<file path="src/rtl/mux_sync_tx.sv">
// rtl/mux_sync_tx.sv - source side of a mux-synchronizer transfer: holds a word and drives a level request until acknowledged
//
// Ports:
//   clk_i        source-domain clock (only clock in the block)
//   rstn_i       asynchronous active-low reset
//   src_valid_i  upstream offers a word
//   src_data_i   offered word
//   src_ready_o  block can accept a word (IDLE and synchronized ack low)
//   data_o       registered word, stable while the destination samples it
//   sync_ctrl_o  registered level request to the destination mux synchronizer
//   ack_i        acknowledge from the destination domain (asynchronous)
//   done_o       one-cycle pulse when a four-phase handshake completes
//   err_o        one-cycle pulse on a timeout abort (always 0 without the timeout)
//   xfer_cnt_o   count of completed transfers, wraps modulo 2^16
//
// Optional feature: define MUX_SYNC_TX_TIMEOUT_EN to bound the wait in REQ and
// ACK_LO to TIMEOUT_CYCLES cycles. Without it the handshake waits indefinitely.

module mux_sync_tx #(
    parameter int DATA_WIDTH     = 32,
    parameter int SYNC_STAGES    = 2,
    parameter int TIMEOUT_CYCLES = 1024
) (
    input  logic                  clk_i,
    input  logic                  rstn_i,
    input  logic                  src_valid_i,
    input  logic [DATA_WIDTH-1:0] src_data_i,
    output logic                  src_ready_o,
    output logic [DATA_WIDTH-1:0] data_o,
    output logic                  sync_ctrl_o,
    input  logic                  ack_i,
    output logic                  done_o,
    output logic                  err_o,
    output logic [15:0]           xfer_cnt_o
);

    localparam logic [1:0] ST_IDLE   = 2'd0;
    localparam logic [1:0] ST_REQ    = 2'd1;
    localparam logic [1:0] ST_ACK_LO = 2'd2;

    generate
        if (SYNC_STAGES < 2) begin : g_bad_sync_stages
            $error("mux_sync_tx: SYNC_STAGES must be 2 or greater");
        end
        if (TIMEOUT_CYCLES < 2) begin : g_bad_timeout_cycles
            $error("mux_sync_tx: TIMEOUT_CYCLES must be 2 or greater");
        end
    endgenerate

    logic [1:0]             state_q;
    logic [1:0]             state_d;
    logic                   ctrl_d;
    logic                   load;
    logic                   done_d;
    logic                   abort;
    logic                   ack_s;
    logic [SYNC_STAGES-1:0] ack_sync_q;

    // ack_i is asynchronous to clk_i; only the last synchronizer stage is
    // used by the control logic.
    always_ff @(posedge clk_i or negedge rstn_i) begin
        if (!rstn_i) begin
            ack_sync_q <= '0;
        end else begin
            ack_sync_q <= {ack_sync_q[SYNC_STAGES-2:0], ack_i};
        end
    end

    assign ack_s = ack_sync_q[SYNC_STAGES-1];

    // A stale high ack after a reset or abort holds off the next accept until
    // the destination side has dropped it.
    assign src_ready_o = (state_q == ST_IDLE) && !ack_s;

`ifdef MUX_SYNC_TX_TIMEOUT_EN
    localparam int                WAIT_W    = (TIMEOUT_CYCLES > 2) ? $clog2(TIMEOUT_CYCLES) : 1;
    localparam logic [WAIT_W-1:0] WAIT_LAST = WAIT_W'(TIMEOUT_CYCLES - 1);

    logic [WAIT_W-1:0] wait_q;
    logic              err_q;

    // Counts cycles spent in the current wait state; any state change (entry
    // to REQ or ACK_LO, or return to IDLE) restarts it from zero.
    always_ff @(posedge clk_i or negedge rstn_i) begin
        if (!rstn_i) begin
            wait_q <= '0;
        end else if ((state_d != state_q) || (state_q == ST_IDLE)) begin
            wait_q <= '0;
        end else begin
            wait_q <= wait_q + WAIT_W'(1);
        end
    end

    // The edge that would be the TIMEOUT_CYCLES-th in the state aborts,
    // unless the normal exit condition wins on that same edge.
    assign abort = (wait_q == WAIT_LAST) &&
                   (((state_q == ST_REQ) && !ack_s) || ((state_q == ST_ACK_LO) && ack_s));

    always_ff @(posedge clk_i or negedge rstn_i) begin
        if (!rstn_i) begin
            err_q <= 1'b0;
        end else begin
            err_q <= abort;
        end
    end

    assign err_o = err_q;
`else
    assign abort = 1'b0;
    assign err_o = 1'b0;
`endif

    always_comb begin
        state_d = state_q;
        ctrl_d  = sync_ctrl_o;
        load    = 1'b0;
        done_d  = 1'b0;
        case (state_q)
            ST_IDLE: begin
                if (src_valid_i && src_ready_o) begin
                    load    = 1'b1;
                    ctrl_d  = 1'b1;
                    state_d = ST_REQ;
                end
            end
            ST_REQ: begin
                if (ack_s) begin
                    ctrl_d  = 1'b0;
                    state_d = ST_ACK_LO;
                end else if (abort) begin
                    ctrl_d  = 1'b0;
                    state_d = ST_IDLE;
                end
            end
            ST_ACK_LO: begin
                if (!ack_s) begin
                    done_d  = 1'b1;
                    state_d = ST_IDLE;
                end else if (abort) begin
                    state_d = ST_IDLE;
                end
            end
            default: begin
                ctrl_d  = 1'b0;
                state_d = ST_IDLE;
            end
        endcase
    end

    always_ff @(posedge clk_i or negedge rstn_i) begin
        if (!rstn_i) begin
            state_q     <= ST_IDLE;
            sync_ctrl_o <= 1'b0;
            data_o      <= '0;
            done_o      <= 1'b0;
            xfer_cnt_o  <= 16'd0;
        end else begin
            state_q     <= state_d;
            sync_ctrl_o <= ctrl_d;
            done_o      <= done_d;
            // The word is captured only on accept so the destination sees a
            // stable bus for the whole handshake and afterwards.
            if (load) begin
                data_o <= src_data_i;
            end
            if (done_d) begin
                xfer_cnt_o <= xfer_cnt_o + 16'd1;
            end
        end
    end

endmodule

</file>
<file path="config.mk">
export PLATFORM = sky130hd
export DESIGN_NAME = mux_sync_tx
export DESIGN_NICKNAME = d
export VERILOG_FILES = /design/src/rtl/mux_sync_tx.sv
export SDC_FILE = /design/constraint.sdc
export NUM_CORES = 1
export LEC_CHECK = 0
export ABC_CLOCK_PERIOD_IN_PS = 2100
export CORE_MARGIN = 2
export CORE_UTILIZATION = 42
export DETAILED_ROUTE_END_ITERATION = 8
export PLACE_DENSITY_LB_ADDON = 0.05
export SLEW_MARGIN = 0
export SYNTH_ARGS = -nofsm -noshare
export SYNTH_HDL_FRONTEND = slang
export SYNTH_SLANG_ARGS = --single-unit
</file>
<file path="constraint.sdc">
create_clock -name clk_i -period 2.1 [get_ports clk_i]
set_clock_uncertainty 0.1 [all_clocks]
set_input_delay 0.42 -clock clk_i [delete_from_list [all_inputs] [get_ports clk_i]]
set_output_delay 0.42 -clock clk_i [all_outputs]
set_load 0.02 [all_outputs]
</file>
Word-level counts from Yosys, hierarchy flattened

Cells that the tools add are included.

Add/subtract/negate cells: 1
Equality and inequality tests: 5
Multiplexer cells: 11
Bitwise operators: 1
Reductions and logical operators: 6

Operator list:

| kind                                                                    | count |
|---|---|
| 16-bit by 1-bit adder with 16-bit output, second input constant         | 1 |
| 1-bit two-way mux                                                       | 6 |
| 2-bit two-way mux                                                       | 3 |
| 2-bit case mux with 3 select lines                                      | 1 |
| 3-bit AND reduction                                                     | 2 |
| 2-bit inequality test, second input constant                            | 2 |
| 1-bit case mux with 3 select lines                                      | 1 |
| 2-bit by 1-bit equality test with 1-bit output, second input constant   | 1 |
| 2-bit equality test, second input constant                              | 1 |
| 1-bit logical AND                                                       | 2 |
| 2-bit zero test                                                         | 1 |
| 2-bit by 1-bit inequality test with 1-bit output, second input constant | 1 |
| 1-bit zero test                                                         | 1 |
| 1-bit NOT                                                               | 1 |

Register bits: 54
Input bits: 36
Output and inout port bits: 52
Logic and storage cells: 30

Depth between registers and ports, before layout

Depth after elaboration: 5
Mapped depth: 5
Gate-level depth less buffers: 4

Worst setup path after synthesis

No wires, ideal clock.

Kind: register to register
From: reg state_q[0]
To: reg data_o[0]
Setup time: 0.125 ns
Arrival time: 1.491 ns
Data required time: 1.875 ns
Path slack: 0.384 ns
Cell stages (with the launch flop): 5
Path buffers: 2
Period minus slack after synthesis: 1.716 ns
Path through: dfrtp_1 buf_2 nor4b_2 buf_4 mux2_2

Longest elaborated chain between the ends: 5

RTL lines:

| what                   | RTL line | RTL |
|---|---|---|
| from (decl)            | 50       | `logic [1:0] state_q;` |
| from (signal assigned) | 158      | `state_q <= state_d;` |
| 2-bit zero test (*)    | 73, 118  |  |
| 1-bit logical AND      | 73       | `assign src_ready_o = (state_q == ST_IDLE) && !ack_s;` |
| 1-bit logical AND      | 120      | `if (src_valid_i && src_ready_o) begin` |
| 1-bit two-way mux      | 120      |  |
| 1-bit two-way mux (*)  | 118      | `case (state_q)` |
| to (signal assigned)   | 164      | `data_o <= src_data_i;` |
| to (decl)              | 29       | `output logic [DATA_WIDTH-1:0] data_o,` |

Mark *: on every way between the ends. The rest lies on a longest branch, timed or not.
A chain may end at the register's enable or synchronous reset.

Worst setup path after layout

From: reg xfer_cnt_o[6]
To: out xfer_cnt_o[6]

RTL lines:

| what                   | RTL line | RTL |
|---|---|---|
| from (decl)            | 34       | `output logic [15:0] xfer_cnt_o` |
| from (signal assigned) | 167      | `xfer_cnt_o <= xfer_cnt_o + 16'd1;` |

No word-level cell between the ends.

==> flow_summary.toml <==
[run_status]
outcome = "finished, violations left"
failed_checks = "hold timing"

[synth]
synth_area_leaders = "dfrtp_1 (63%), mux2_2 (17%), xnor2_1 (4.1%)"
synth_area_per_cell_sq_um = 14.6
yosys.area.top_type = "dfrtp_1"
synthDistinctLibCells = 23
synth-seq-area-share = 0.635
synth-main-ff-cell = "dfrtp_1"
yosysWarnings = 0
ys_ff_latch = 54
synth.cell_area_sq_um = 2130
syn-instance-count = 146
yosysMostFrequentCell = "dfrtp_1"
synth_top_area_frac = 0.635
synth_common_cells = "dfrtp_1 (54), mux2_2 (33), xnor2_1 (10)"
syn_nets = 183
async_flop_share = 1.00
synth_edf_count = 0

[clock_tree]
h-tree-depth = 2
clk_pin_slew_ns = 0.09
cts_hold_buf = 0
cts_resized = 1
cts_tree = "done"
cts-root-buf = "clkbuf_8"
clock-sinks = 54
ctsLongestPathBuffers = 2
cts_setup_buffers = 0
insertion_delay_ns = 0.30
cts_inserted_buffers = 5

[setup_path]
cp_slowest_cell = "clkdlybuf4s50_1"
regToRegStartpoint = "state_q[0]"
cp.buffers_inverters = 1
worst_r2r_path_depth = 5
required_ns = 1.58
r2r_setup_slack_ns = 0.32
cp.depth = 1
critPathMaxFanout = 6
rr_endpoint = "xfer_cnt_o[11]"
crit_family = "buffers and inverters"
path_cells = "clkdlybuf4s50_1"
crit_path_end_kind = "output port"
arrival_ns = 1.41
crit_path_max_incr_delay_ns = 0.65
cp-start-kind = "flip-flop"
critical_path_class = "flip-flop to output port"

[placement]
placed_cell_area_sq_um = 3090
gp_congestion = 0.797
hpwlAfterDp_mm = 3.43
numPortBuffers = 86

[layout]
final_area_sq_um = 3200
areaGrowthSynthToFinish_pct = 50.2
fin_nets = 275
final.fill_count = 385
drive_above_1_share = 0.205
insertedDiodeCount = 0

[floorplanning]
row_count = 25
die_h_um = 75.2
core_area_sq_um = 4820
ioPinCount = 88
dieArea_sq_um = 5660
start_util = 0.442
die_w_um = 75.2

[timing]
finalCriticalPeriod_ns = 1.93
rsz0062_at_grt = "false"
max_slew.worst_pin.slew_ns = 0.555
whs_ns = -0.00361
drv_slew = 0
fin_setup_tns_ns = 0
fmax_ghz = 0.519
finalHoldViolations = 2
setup_viol_count_final = 0
slew_headroom = 0.630
post-route-period-util = 0.918

[route]
wire_per_inst_um = 14.5
viasPerCell = 4.70
wl_met3_um = 376
wl_met2_mm = 2.28
ant_nets = 0
dr.pass1.iters = 4
dr.max_layer_used = "met4"
drt-total-wl_mm = 4.45
wirelength_met1_mm = 1.73
drt_iter0_markers = 54
drc_errors = 0
vias = 1439

[grt]
antenna_found_initial = 0
grt_pass1_wl_mm = 6.62
grt_pass1_vias = 1428
grtUsageTotal = 0.159
grt_max_degree = 31
gr-total-overflow = 0

[worst_hold_path]
hold_class = "primary input to asynchronous set/reset pin"

[power_and_ir_drop]
vdd_drop_max_v = 0.000693
power_w = 0.00323
power.density_nw_per_um2 = 1010
p_leak_nw = 1.35

[run]
cap_violations = 0
[flip-flops by register name, indices dropped and copies added, names as in the netlist]
signal and count:
xfer_cnt_o 16, done_o 1, sync_ctrl_o 1, state_q 2, ack_sync_q 2, data_o 32
[cell families (layout without fill, tap and decap cells)]
kind of cell	after synthesis	count (layout)	synth area share
DFF	54	54	0.635
muxes	33	33	0.175
and+or+nand+nor	30	30	0.0875
xor gates and xnor gates	16	16	0.0658
buffers and inverters	9	102	0.0235
AOI/OAI and AO/OA	2	2	0.00646
adders and majority gates	1	1	0.00587
other	1	1	0.00176
[metal layers]
| layer | global-route usage | vias up |
|---|---|---|
| met5 | 0 | - |
| met4 | 0.0565 | 0 |
| met3 | 0.0589 | 6 |
| met2 | 0.268 | 56 |
| met1 | 0.186 | 691 |
| li1 | - | 686 |
[where the power goes]
part / internal [W] / switching [W]
clock: 0.000356 / 0.000313
sequential: 0.00127 / 0.000157
combinational: 0.000626 / 0.000511
total: 0.00225 / 0.000982
[layout make-up]
cell class                      count  area, sq um  area share
Clock buffer                        6         72.6      0.0227
Clock inverter                      2         37.5      0.0117
Inverter                            3         11.3     0.00352
Multi-Input combinational cell     83          737       0.230
Sequential cell                    54         1350       0.423
Tap cell                           67         83.8      0.0262
Timing Repair Buffer               91          905       0.283
[metrics by stage]
stage,std cells,setup WS (ns),util
after floorplan,146,0.384,-
after global placement,298,0.0953,0.641
after detailed placement,298,0.0293,0.641
after CTS,306,0.154,0.664
after global routing,306,0.124,0.664
final,306,0.173,0.664
[worst max-delay path by stage]
stage	start	endpoint	slack (ns)
3_3_place_gp	src_valid_i	data_o[21]	0.1
3_5_place_dp	src_valid_i	data_o[13]	0.03
6_report	xfer_cnt_o[6]	xfer_cnt_o[6]	0.17
2_1_floorplan	state_q[0]	data_o[0]	0.38
5_1_grt	xfer_cnt_o[2]	xfer_cnt_o[2]	0.12
4_1_cts	xfer_cnt_o[6]	xfer_cnt_o[6]	0.15
[cells in the final DEF, fill, tap and decap left out, drive strengths merged]
master	instances
clkinvlp	1
buf	6
xnor2	10
ha	1
clkdlybuf4s50	84
and3	2
xor2	6
nor2	3
nor3b	1
dfrtp	54
a21oi	1
nand4	6
conb	1
nor4b	1
nor3	6
mux2	33
dlygate4sd2	1
inv	3
and4	1
bufinv	1
o32ai	1
nand2	4
nand3	5
and2	1
clkbuf	6
Note: power is estimated with default switching activity, not from simulation.
